==> src/rtl/sipo_frame_ctrl.sv <==
// sipo_frame_ctrl: frames a serial bit stream on a start marker, assembles
// DW-bit words in a shift register and hands them downstream through a
// single output holding register with a valid/ready handshake.
module sipo_frame_ctrl #(
  parameter int DW        = 4,
  parameter bit MSB_FIRST = 1'b1
) (
  input  logic          clk,
  input  logic          rst,
  input  logic          si,
  input  logic          si_valid,
  input  logic          start,
  input  logic          out_ready,
  output logic [DW-1:0] out_data,
  output logic          out_valid,
  output logic          busy,
  output logic          overrun,
  output logic          frame_err
);

  localparam int CW = $clog2(DW) + 1;

  typedef enum logic {IDLE, SHIFT} state_t;

  state_t         state;
  logic [CW-1:0]  bit_cnt;
  logic [DW-1:0]  sr;
  logic [DW-1:0]  sr_first;  // shift register image holding only bit 0
  logic [DW-1:0]  sr_next;   // shift register after accepting si

  // Bit placement: MSB-first shifts left so bit 0 ends in the MSB,
  // LSB-first shifts right so bit 0 ends in the LSB.
  always_comb begin
    sr_first = '0;
    sr_next  = sr;
    if (MSB_FIRST) begin
      sr_first = {{(DW-1){1'b0}}, si};
      sr_next  = {sr[DW-2:0], si};
    end else begin
      sr_first = {si, {(DW-1){1'b0}}};
      sr_next  = {si, sr[DW-1:1]};
    end
  end

  // Framing FSM, bit counter, shift register and output holding register.
  always_ff @(posedge clk) begin
    if (rst) begin
      state     <= IDLE;
      bit_cnt   <= '0;
      sr        <= '0;
      out_data  <= '0;
      out_valid <= 1'b0;
      busy      <= 1'b0;
      overrun   <= 1'b0;
      frame_err <= 1'b0;
    end else begin
      overrun   <= 1'b0;
      frame_err <= 1'b0;

      // Downstream took the word; a completion below may reload it.
      if (out_valid && out_ready)
        out_valid <= 1'b0;

      if (si_valid) begin
        case (state)
          IDLE: begin
            if (start) begin
              sr      <= sr_first;
              bit_cnt <= CW'(1);
              state   <= SHIFT;
              busy    <= 1'b1;
            end
          end
          SHIFT: begin
            if (start) begin
              // Restart: partial frame is discarded, this beat is bit 0.
              frame_err <= 1'b1;
              sr        <= sr_first;
              bit_cnt   <= CW'(1);
            end else if (bit_cnt == CW'(DW-1)) begin
              state   <= IDLE;
              busy    <= 1'b0;
              bit_cnt <= '0;
              sr      <= '0;
              // Holding register free (or draining this edge): load word.
              if (!out_valid || out_ready) begin
                out_data  <= sr_next;
                out_valid <= 1'b1;
              end else begin
                overrun <= 1'b1;
              end
            end else begin
              sr      <= sr_next;
              bit_cnt <= bit_cnt + CW'(1);
            end
          end
          default: state <= IDLE;
        endcase
      end
    end
  end

endmodule
==> config.mk <==
export PLATFORM = sky130hd
export DESIGN_NAME = sipo_frame_ctrl
export DESIGN_NICKNAME = d
export VERILOG_FILES = /design/src/rtl/sipo_frame_ctrl.sv
export SDC_FILE = /design/constraint.sdc
export NUM_CORES = 1
export LEC_CHECK = 0
export CORE_MARGIN = 5
export CORE_UTILIZATION = 46
export DETAILED_ROUTE_END_ITERATION = 8
export GPL_ROUTABILITY_DRIVEN = 1
export PLACE_DENSITY = 0.74
export SLEW_MARGIN = 25
export SYNTH_ARGS = -nofsm -noshare
export SYNTH_HDL_FRONTEND = slang
export SYNTH_SLANG_ARGS = --single-unit
==> constraint.sdc <==
create_clock -name clk -period 1.62 [get_ports clk]
set_clock_uncertainty 0.1 [all_clocks]
set_input_delay 0.162 -clock clk [delete_from_list [all_inputs] [get_ports clk]]
set_output_delay 0.162 -clock clk [all_outputs]
set_load 0.01 [all_outputs]
==> results.toml, run 1 <==
[yosys]
synth_warnings = 0
yosysSeqAreaShare_pct = 49.3
syn-mean-instance-area_um2 = 9.83
yosys_register_bits = 15
synth_top_area_cell = "sky130_fd_sc_hd__dfxtp_1"
netlist_top_cells_area = "sky130_fd_sc_hd__dfxtp_1 49%, sky130_fd_sc_hd__a311oi_1 4.3%, sky130_fd_sc_hd__a31o_1 4.3%, sky130_fd_sc_hd__a32oi_1 4.3%, sky130_fd_sc_hd__inv_1 3.7%"
yosysUniqueCellTypes = 24
syn_area_um2 = 609
yosys.area.top_type_share_pct = 49.3
postSynthNetCount = 69
post_synth_inst_count = 62

[floorplan]
initial_utilization_pct = 48.0
std_cell_rows = 13
die_area_mm2 = 0.00215
die_height_um = 46.4
io_pins = 14
floorplan.die.width_um = 46.4
floorplan.core_area_mm2 = 0.00127

[detailed_routing]
drt-initial-drc-count = 3
num_vias = 510
via_per_inst = 5.31
drc_markers = 0
detail-route-antenna-nets = 0
detail_route.wirelength_um = 1220
routedWlPerCell_um = 12.7
drtPass1Iterations = 2

[critical_path]
worstPathArrival_ns = 1.53
worstPathMaxFanout = 6
crit_path_start_kind = "flop"
critPathKind = "flop to flop"
reg2reg_depth = 4
cp.required_ns = 1.73
critPathCaptureType = "flop"

[finish]
layout.filler_cells = 117
final_cell_count_no_fill = 96
final_core_util_pct = 63.5
layout.area.seq_um2 = 300
area_taken_by_multi_input_logic_gates_um2 = 278
post-route-cell-area_um2 = 806
antennaDiodeCount = 0
drive_gt1_share_pct = 14.8
area_growth_pct = 32.2
finalNetCount = 89

[global_route]
grt_pass1_vias = 497
grt_first_pass_wirelength_um = 2090
largest_net_degree_at_the_start_of_global_routing = 13
globalRoute.totalOverflow = 0
antenna_violations_before_repair = 0
grt_usage_pct = 13.8

[timing]
maxSlewHeadroom_pct = 80.7
tightestPinTransition_ns = 0.287
timing.final.crit_share_pct = 87.4
fin_crit_ns = 1.42
setup_total_negative_slack_ns = 0
max_freq_ghz = 0.706
setup_ws_ns = 0.205
grt_setup_unrepaired = "no"
max_slew_violations = 0
fin_worst_hold_slack_ns = 0.367
timing.final.setup_violations = 0
final-hold-violation-count = 0

[clocking]
cts-hold-fix-buffers = 0
tritoncts_clock_tree = "built"
buffers_inserted_by_post_cts_timing_repair = 0
worstSkewPairLatency_ns = 0.28
cts-buffers-inserted = 3
post_cts_resized = 0
max-clock-path-buffers = 2
cts.sink_count = 15
cts.root.buffer_cell = "sky130_fd_sc_hd__clkbuf_4"
ctsHtreeMaxLevel = 1
path_clk_slew_ns = 0.08

[place]
place.port_buffers = 13
dp_hpwl_um = 929
place.detailed.instances = 92
place_ws_ns = 0.0293
place_area_um2 = 779
gp_routability_congestion = 0.802

[power]
power.density_cell_area_mw_per_mm2 = 809
leakage_dissipation_nw = 0.305
peakVddDrop_v = 0.000576
design_power_total_mw = 0.652

[status]
outcome = "completed"

[min_path]
hold_path_class = "flop to flop"
hold-path-cell-count = 2

[flow_run]
maxCapViolations = 0
critical path: stages (launching register included):
cell and delay (ns):
sky130_fd_sc_hd__dfxtp_1 0.36, sky130_fd_sc_hd__ha_1 0.21, sky130_fd_sc_hd__and4bb_4 0.28, sky130_fd_sc_hd__and3_4 0.21, sky130_fd_sc_hd__mux2i_1 0.18
area by class of cell:
cell class,instances,area share [%]
Timing Repair Buffer,17,19.9
Sequential cell,15,37.3
Multi-Input combinational cell,39,34.5
Tap cell,15,2.33
Clock buffer,4,3.26
Inverter,6,2.80
cells in the mapped netlist:
cell                       count
sky130_fd_sc_hd__dfxtp_1      15
sky130_fd_sc_hd__inv_1         6
sky130_fd_sc_hd__nand2_1       4
sky130_fd_sc_hd__a21oi_1       3
sky130_fd_sc_hd__a311oi_1      3
sky130_fd_sc_hd__a31o_1        3
sky130_fd_sc_hd__a32oi_1       3
sky130_fd_sc_hd__nand2b_1      3
sky130_fd_sc_hd__nor2_1        3
sky130_fd_sc_hd__nor3_1        3
sky130_fd_sc_hd__a31o_2        2
sky130_fd_sc_hd__o21ai_0       2
sky130_fd_sc_hd__a31oi_1       1
sky130_fd_sc_hd__and3_4        1
sky130_fd_sc_hd__and3b_2       1
sky130_fd_sc_hd__and4bb_4      1
sky130_fd_sc_hd__buf_2         1
sky130_fd_sc_hd__clkbuf_1      1
sky130_fd_sc_hd__ha_1          1
sky130_fd_sc_hd__mux2i_1       1
sky130_fd_sc_hd__nand3_1       1
sky130_fd_sc_hd__nor3b_1       1
sky130_fd_sc_hd__o211a_1       1
sky130_fd_sc_hd__o31ai_1       1
power by group:
part,switching [mW],internal [mW],leakage (nW)
sequential,0.00741,0.377,0.122
combinational,0.0280,0.0330,0.168
clock,0.111,0.0956,0.0150
total,0.147,0.505,0.305
final timing paths:
check	endpoint	slack (ns)	startpoint
setup / recovery	out_data[0]	0.20	bit_cnt[0]
hold / removal	out_data[0]	0.37	out_data[0]
setup reg to reg	out_data[0]	0.20	bit_cnt[0]
hold reg to reg	out_data[0]	0.37	out_data[0]
cell families after synthesis:
logic type	share of synthesized area (%)
AO/OA/AOI/OAI	23.8
AND/OR/NAND/NOR	18.1
buffers and inverters	5.13
adder cells (fa/ha/maj)	2.05
multiplexers	1.64
flip-flops	49.3
registers in the layout, summed over array words and instances (netlist names):
register	cells
out_valid	1
out_data	4
sr	3
overrun	1
busy	1
frame_err	1
state	1
bit_cnt	3
routing by layer:
metal / wire [µm] / vias up / global-route usage, %
met4: 0 / 0 / 3.98
met3: 75 / 0 / 6.25
met5: 0 / - / 0
met1: 568 / 233 / 16.2
met2: 578 / 9 / 22.3
li1: - / 268 / -
placed cells by master (no fill, tap or decap), types with 2 or more instances in the layout:
cell type                         netlist  layout
sky130_fd_sc_hd__clkdlybuf4s50_1        0      13
sky130_fd_sc_hd__a21oi_1                3       3
sky130_fd_sc_hd__nand2_1                4       4
sky130_fd_sc_hd__o21ai_0                2       2
sky130_fd_sc_hd__a31o_2                 2       2
sky130_fd_sc_hd__buf_4                  0       4
sky130_fd_sc_hd__nor3_1                 3       3
sky130_fd_sc_hd__clkbuf_4               0       3
sky130_fd_sc_hd__nand2b_1               3       3
sky130_fd_sc_hd__a311oi_1               3       3
sky130_fd_sc_hd__nor2_1                 3       3
sky130_fd_sc_hd__dfxtp_1               15      15
sky130_fd_sc_hd__a32oi_1                3       3
sky130_fd_sc_hd__inv_1                  6       6
sky130_fd_sc_hd__a31o_1                 3       3
Power figures use the tool's default switching activity.
==> run 2: changes to the inputs <==
--- a/config.mk
+++ b/config.mk
@@ -10,6 +10,8 @@
 export DETAILED_ROUTE_END_ITERATION = 8
 export GPL_ROUTABILITY_DRIVEN = 1
 export PLACE_DENSITY = 0.74
+export RECOVER_POWER = 50
+export SKIP_CTS_REPAIR_TIMING = 1
 export SLEW_MARGIN = 25
 export SYNTH_ARGS = -nofsm -noshare
 export SYNTH_HDL_FRONTEND = slang
==> results.toml, run 2 (synthesis gave the netlist of run 1 again) <==
[detailed_routing]
routedWlPerCell_um = 12.7
drc_markers = 0
detail_route.wirelength_um = 1220
detail-route-antenna-nets = 0
via_per_inst = 5.42
drt-initial-drc-count = 6
num_vias = 520
drtPass1Iterations = 4

[clocking]
cts.sink_count = 15
max-clock-path-buffers = 2
ctsHtreeMaxLevel = 1
worstSkewPairLatency_ns = 0.28
cts-buffers-inserted = 3
tritoncts_clock_tree = "built"
path_clk_slew_ns = 0.08
cts.root.buffer_cell = "sky130_fd_sc_hd__clkbuf_4"

[floorplan]
die_area_mm2 = 0.00215
io_pins = 14
initial_utilization_pct = 48.0
die_height_um = 46.4
floorplan.die.width_um = 46.4
std_cell_rows = 13
floorplan.core_area_mm2 = 0.00127

[timing]
maxSlewHeadroom_pct = 76.7
grt_setup_unrepaired = "no"
setup_total_negative_slack_ns = 0
max_freq_ghz = 0.684
final-hold-violation-count = 0
timing.final.setup_violations = 0
fin_crit_ns = 1.46
tightestPinTransition_ns = 0.349
max_slew_violations = 0
timing.final.crit_share_pct = 90.2

[global_route]
antenna_violations_before_repair = 0
grt_usage_pct = 13.8
globalRoute.totalOverflow = 0
grt_first_pass_wirelength_um = 2090
grt_pass1_vias = 497
largest_net_degree_at_the_start_of_global_routing = 13

[place]
place.port_buffers = 13
gp_routability_congestion = 0.802
dp_hpwl_um = 929
place_area_um2 = 779
place.detailed.instances = 92

[power]
power.density_cell_area_mw_per_mm2 = 818
peakVddDrop_v = 0.000576
leakage_dissipation_nw = 0.305
design_power_total_mw = 0.652

[finish]
final_cell_count_no_fill = 96
post-route-cell-area_um2 = 797
largest-register = "out_data"
drive_gt1_share_pct = 11.1
area_growth_pct = 30.8
layout.cells.most_common = "sky130_fd_sc_hd__dfxtp_1"
commonest_non_fill_non_tap_cells_in_the_layout = "15 x sky130_fd_sc_hd__dfxtp_1, 12 x sky130_fd_sc_hd__clkdlybuf4s50_1, 6 x sky130_fd_sc_hd__inv_1"
finalNetCount = 89
antennaDiodeCount = 0
reg.largest.list = "out_data: 4 flops, bit_cnt: 3 flops, sr: 3 flops"
largest_reg_flops = 4

[critical_path]
critPathCaptureType = "flop"
critPathKind = "flop to flop"
worstPathArrival_ns = 1.58
cp.required_ns = 1.74
worstPathMaxFanout = 6
reg2reg_depth = 4
crit_path_start_kind = "flop"

[flow_run]
maxCapViolations = 0

[status]
outcome = "completed"

[min_path]
hold-path-cell-count = 2
hold_path_class = "flop to flop"
## run 2: final cells by class
type / instances / area, µm²
inverter: 6 / 22.5
clock buffer: 4 / 26.3
multi-input combinational: 39 / 273
tap: 15 / 18.8
sequential: 15 / 300
timing repair buffer: 17 / 156
fill: 122 / 472
## run 2: power by group
| part | switching, mW | total [mW] | internal (mW) |
|---|---|---|---|
| sequential | 0.00725 | 0.384 | 0.377 |
| combinational | 0.0279 | 0.0590 | 0.0312 |
| clock | 0.113 | 0.209 | 0.0958 |
| total | 0.148 | 0.652 | 0.504 |
## run 2: per-stage QoR
step	utilization [%]	worst slack (ns)	hold WS (ns)
6_report	62.8	0.159	0.368
5_1_grt	62.8	0.0726	0.399
4_1_cts	63.5	0.183	0.374
3_5_place_dp	61.4	0.0293	0.361
3_3_place_gp	61.4	0.0776	0.352
2_1_floorplan	-	0.304	0.226
## run 2: final timing paths
path	slack, ns	to	start
setup / recovery	0.16	out_data[0]	bit_cnt[0]
hold / removal	0.37	out_data[0]	out_data[0]
setup reg to reg	0.16	out_data[0]	bit_cnt[0]
hold reg to reg	0.37	out_data[0]	out_data[0]
## run 2: worst max-delay path, stage by stage (launching register included)
cell	delay [ns]
sky130_fd_sc_hd__dfxtp_1	0.36
sky130_fd_sc_hd__ha_1	0.20
sky130_fd_sc_hd__and4bb_1	0.31
sky130_fd_sc_hd__and3_4	0.24
sky130_fd_sc_hd__mux2i_1	0.18
## run 2: per-layer routing
layer / wire length (µm) / part of all wire, % / track usage [%] / up-vias
met3: 108 / 8.9 / 6.25 / 0
met1: 560 / 46 / 16.2 / 236
met5: 0 / 0 / 0 / -
met2: 550 / 45 / 22.3 / 17
met4: 0 / 0 / 3.98 / 0
li1: - / - / - / 267
==> run 3: changes to the inputs <==
--- a/config.mk
+++ b/config.mk
@@ -5,7 +5,7 @@
 export SDC_FILE = /design/constraint.sdc
 export NUM_CORES = 1
 export LEC_CHECK = 0
-export CORE_MARGIN = 5
+export CORE_MARGIN = 10
 export CORE_UTILIZATION = 46
 export DETAILED_ROUTE_END_ITERATION = 8
 export GPL_ROUTABILITY_DRIVEN = 1
==> results.toml, run 3 (synthesis gave the netlist of run 1 again) <==
[status]
outcome = "completed"

[clocking]
cts.sink_count = 15
cts.root.buffer_cell = "sky130_fd_sc_hd__clkbuf_4"
ctsHtreeMaxLevel = 1
cts-buffers-inserted = 3
tritoncts_clock_tree = "built"
path_clk_slew_ns = 0.08
max-clock-path-buffers = 2
worstSkewPairLatency_ns = 0.28

[detailed_routing]
drt-initial-drc-count = 16
drtPass1Iterations = 4
top_signal_layer_used = "met4"
met3_wirelength_um = 58
route.met2.wl_um = 602
detail_route.wirelength_um = 1290
detail-route-antenna-nets = 0
drc_markers = 0
via_per_inst = 5.44
num_vias = 522
drt-met1-wl_um = 604
routedWlPerCell_um = 13.5

[finish]
layout.cells.most_common = "sky130_fd_sc_hd__dfxtp_1"
largest_reg_flops = 4
commonest_non_fill_non_tap_cells_in_the_layout = "15 x sky130_fd_sc_hd__dfxtp_1, 11 x sky130_fd_sc_hd__clkdlybuf4s50_1, 6 x sky130_fd_sc_hd__inv_1"
reg.largest.list = "out_data: 4 flops, bit_cnt: 3 flops, sr: 3 flops"
final_cell_count_no_fill = 96
area_growth_pct = 31.4
antennaDiodeCount = 0
largest-register = "out_data"
drive_gt1_share_pct = 12.3
finalNetCount = 89

[power]
netSwitchingFraction_pct = 22.7
peakVddDrop_v = 0.000620
power.net_switching_mw = 0.148
combPwrFrac_pct = 9.2
internal_power_mw = 0.504
share_seq_of_total_power_pct = 59.0
power.density_cell_area_mw_per_mm2 = 813
leakage_dissipation_nw = 0.305
clock_power_share_pct = 31.8
design_power_total_mw = 0.651

[timing]
timing.final.crit_share_pct = 89.3
maxSlewHeadroom_pct = 77.6
grt_setup_unrepaired = "no"
fin_crit_ns = 1.45
final-hold-violation-count = 0
timing.final.setup_violations = 0
max_freq_ghz = 0.691
tightestPinTransition_ns = 0.336
max_slew_violations = 0
setup_total_negative_slack_ns = 0

[floorplan]
initial_utilization_pct = 48.0
std_cell_rows = 13
io_pins = 14
floorplan.core_area_mm2 = 0.00127
die_height_um = 56.4
floorplan.die.width_um = 56.4
die_area_mm2 = 0.00318

[min_path]
min_delay_worst_endpoint = "bit_cnt[2]"
hold-path-cell-count = 1
timing.hold.worst.start = "bit_cnt[2]"
hold_path_class = "flop to flop"

[critical_path]
reg2reg_depth = 4
worstPathMaxFanout = 1
worstReg2RegStart = "bit_cnt[0]"
cpLargestDelayFamily = "buffers and inverters"
crit_path_start_kind = "flop"
cp.required_ns = 1.36
cp.buffers_inverters = 1
cp_cell_sequence = "dlygate4sd3_1"
regToRegEndpoint = "out_data[0]"
cp_slowest_cell = "sky130_fd_sc_hd__dlygate4sd3_1"
critPathKind = "flop to output pin"
max_stage_delay_ns = 0.60
worstPathArrival_ns = 1.18
critPathCaptureType = "output pin"
ff2ff_setup_slack_ns = 0.21

[flow_run]
maxCapViolations = 0

[global_route]
largest_net_degree_at_the_start_of_global_routing = 13
grt_first_pass_wirelength_um = 2200
globalRoute.totalOverflow = 0
grt_pass1_vias = 493
antenna_violations_before_repair = 0
grt_usage_pct = 8.30

[place]
place.port_buffers = 13
place.detailed.instances = 92
gp_routability_congestion = 0.769
dp_hpwl_um = 989
run 3: cell types whose count changed in the layout (fill, tap and decap cells not counted):
cell	before	now
sky130_fd_sc_hd__clkdlybuf4s50_1	12	11
sky130_fd_sc_hd__dlygate4sd3_1	1	2
sky130_fd_sc_hd__and4bb_4	0	1
sky130_fd_sc_hd__and4bb_1	1	0
run 3: worst max path at each step:
| stage | start | end | slack, ns | cells after the start |
|---|---|---|---|---|
| floorplan | bit_cnt[0] | out_data[1] | 0.30 | 4 |
| global placement | start | out_data[0] | 0.09 | 4 |
| detailed placement | start | out_data[0] | 0.05 | 4 |
| CTS | out_valid | out_valid | 0.18 | 1 |
| global route | bit_cnt[0] | out_data[0] | 0.11 | 4 |
| finish | frame_err | frame_err | 0.17 | 1 |
run 3: routing by layer:
layer	up-vias	global-route usage, %
li1	267	-
met1	236	9.84
met2	15	12.4
met3	4	3.60
met4	0	4.12
met5	-	0
run 3: through the flow:
| stage | area, µm² | utilization (%) | setup slack, ns | hold slack, ns |
|---|---|---|---|---|
| floorplan | 609 | - | 0.304 | 0.226 |
| global placement | 779 | 61.4 | 0.0872 | 0.350 |
| detailed placement | 779 | 61.4 | 0.0459 | 0.348 |
| CTS | 806 | 63.5 | 0.180 | 0.366 |
| global route | 801 | 63.1 | 0.108 | 0.387 |
| finish | 801 | 63.1 | 0.174 | 0.362 |
run 3: power by group through the flow:
| stage | registers, mW | logic (mW) | clock network [mW] |
|---|---|---|---|
| 3_3_place_gp | 0.393 | 0.0602 | 0 |
| 6_report | 0.384 | 0.0596 | 0.207 |
| 3_5_place_dp | 0.393 | 0.0615 | 0 |
| 5_1_grt | 0.386 | 0.0652 | 0.230 |
| 2_1_floorplan | 0.392 | 0.0281 | 0 |
| 4_1_cts | 0.384 | 0.0621 | 0.215 |
run 3: final cells by class:
cell class              instances  area (µm²)
fillers                       126         468
flip-flops and latches         15         300
repair buffers                 17         156
multi-input cells              39         277
clock buffers                   4        26.3
well taps                      15        18.8
inverters                       6        22.5
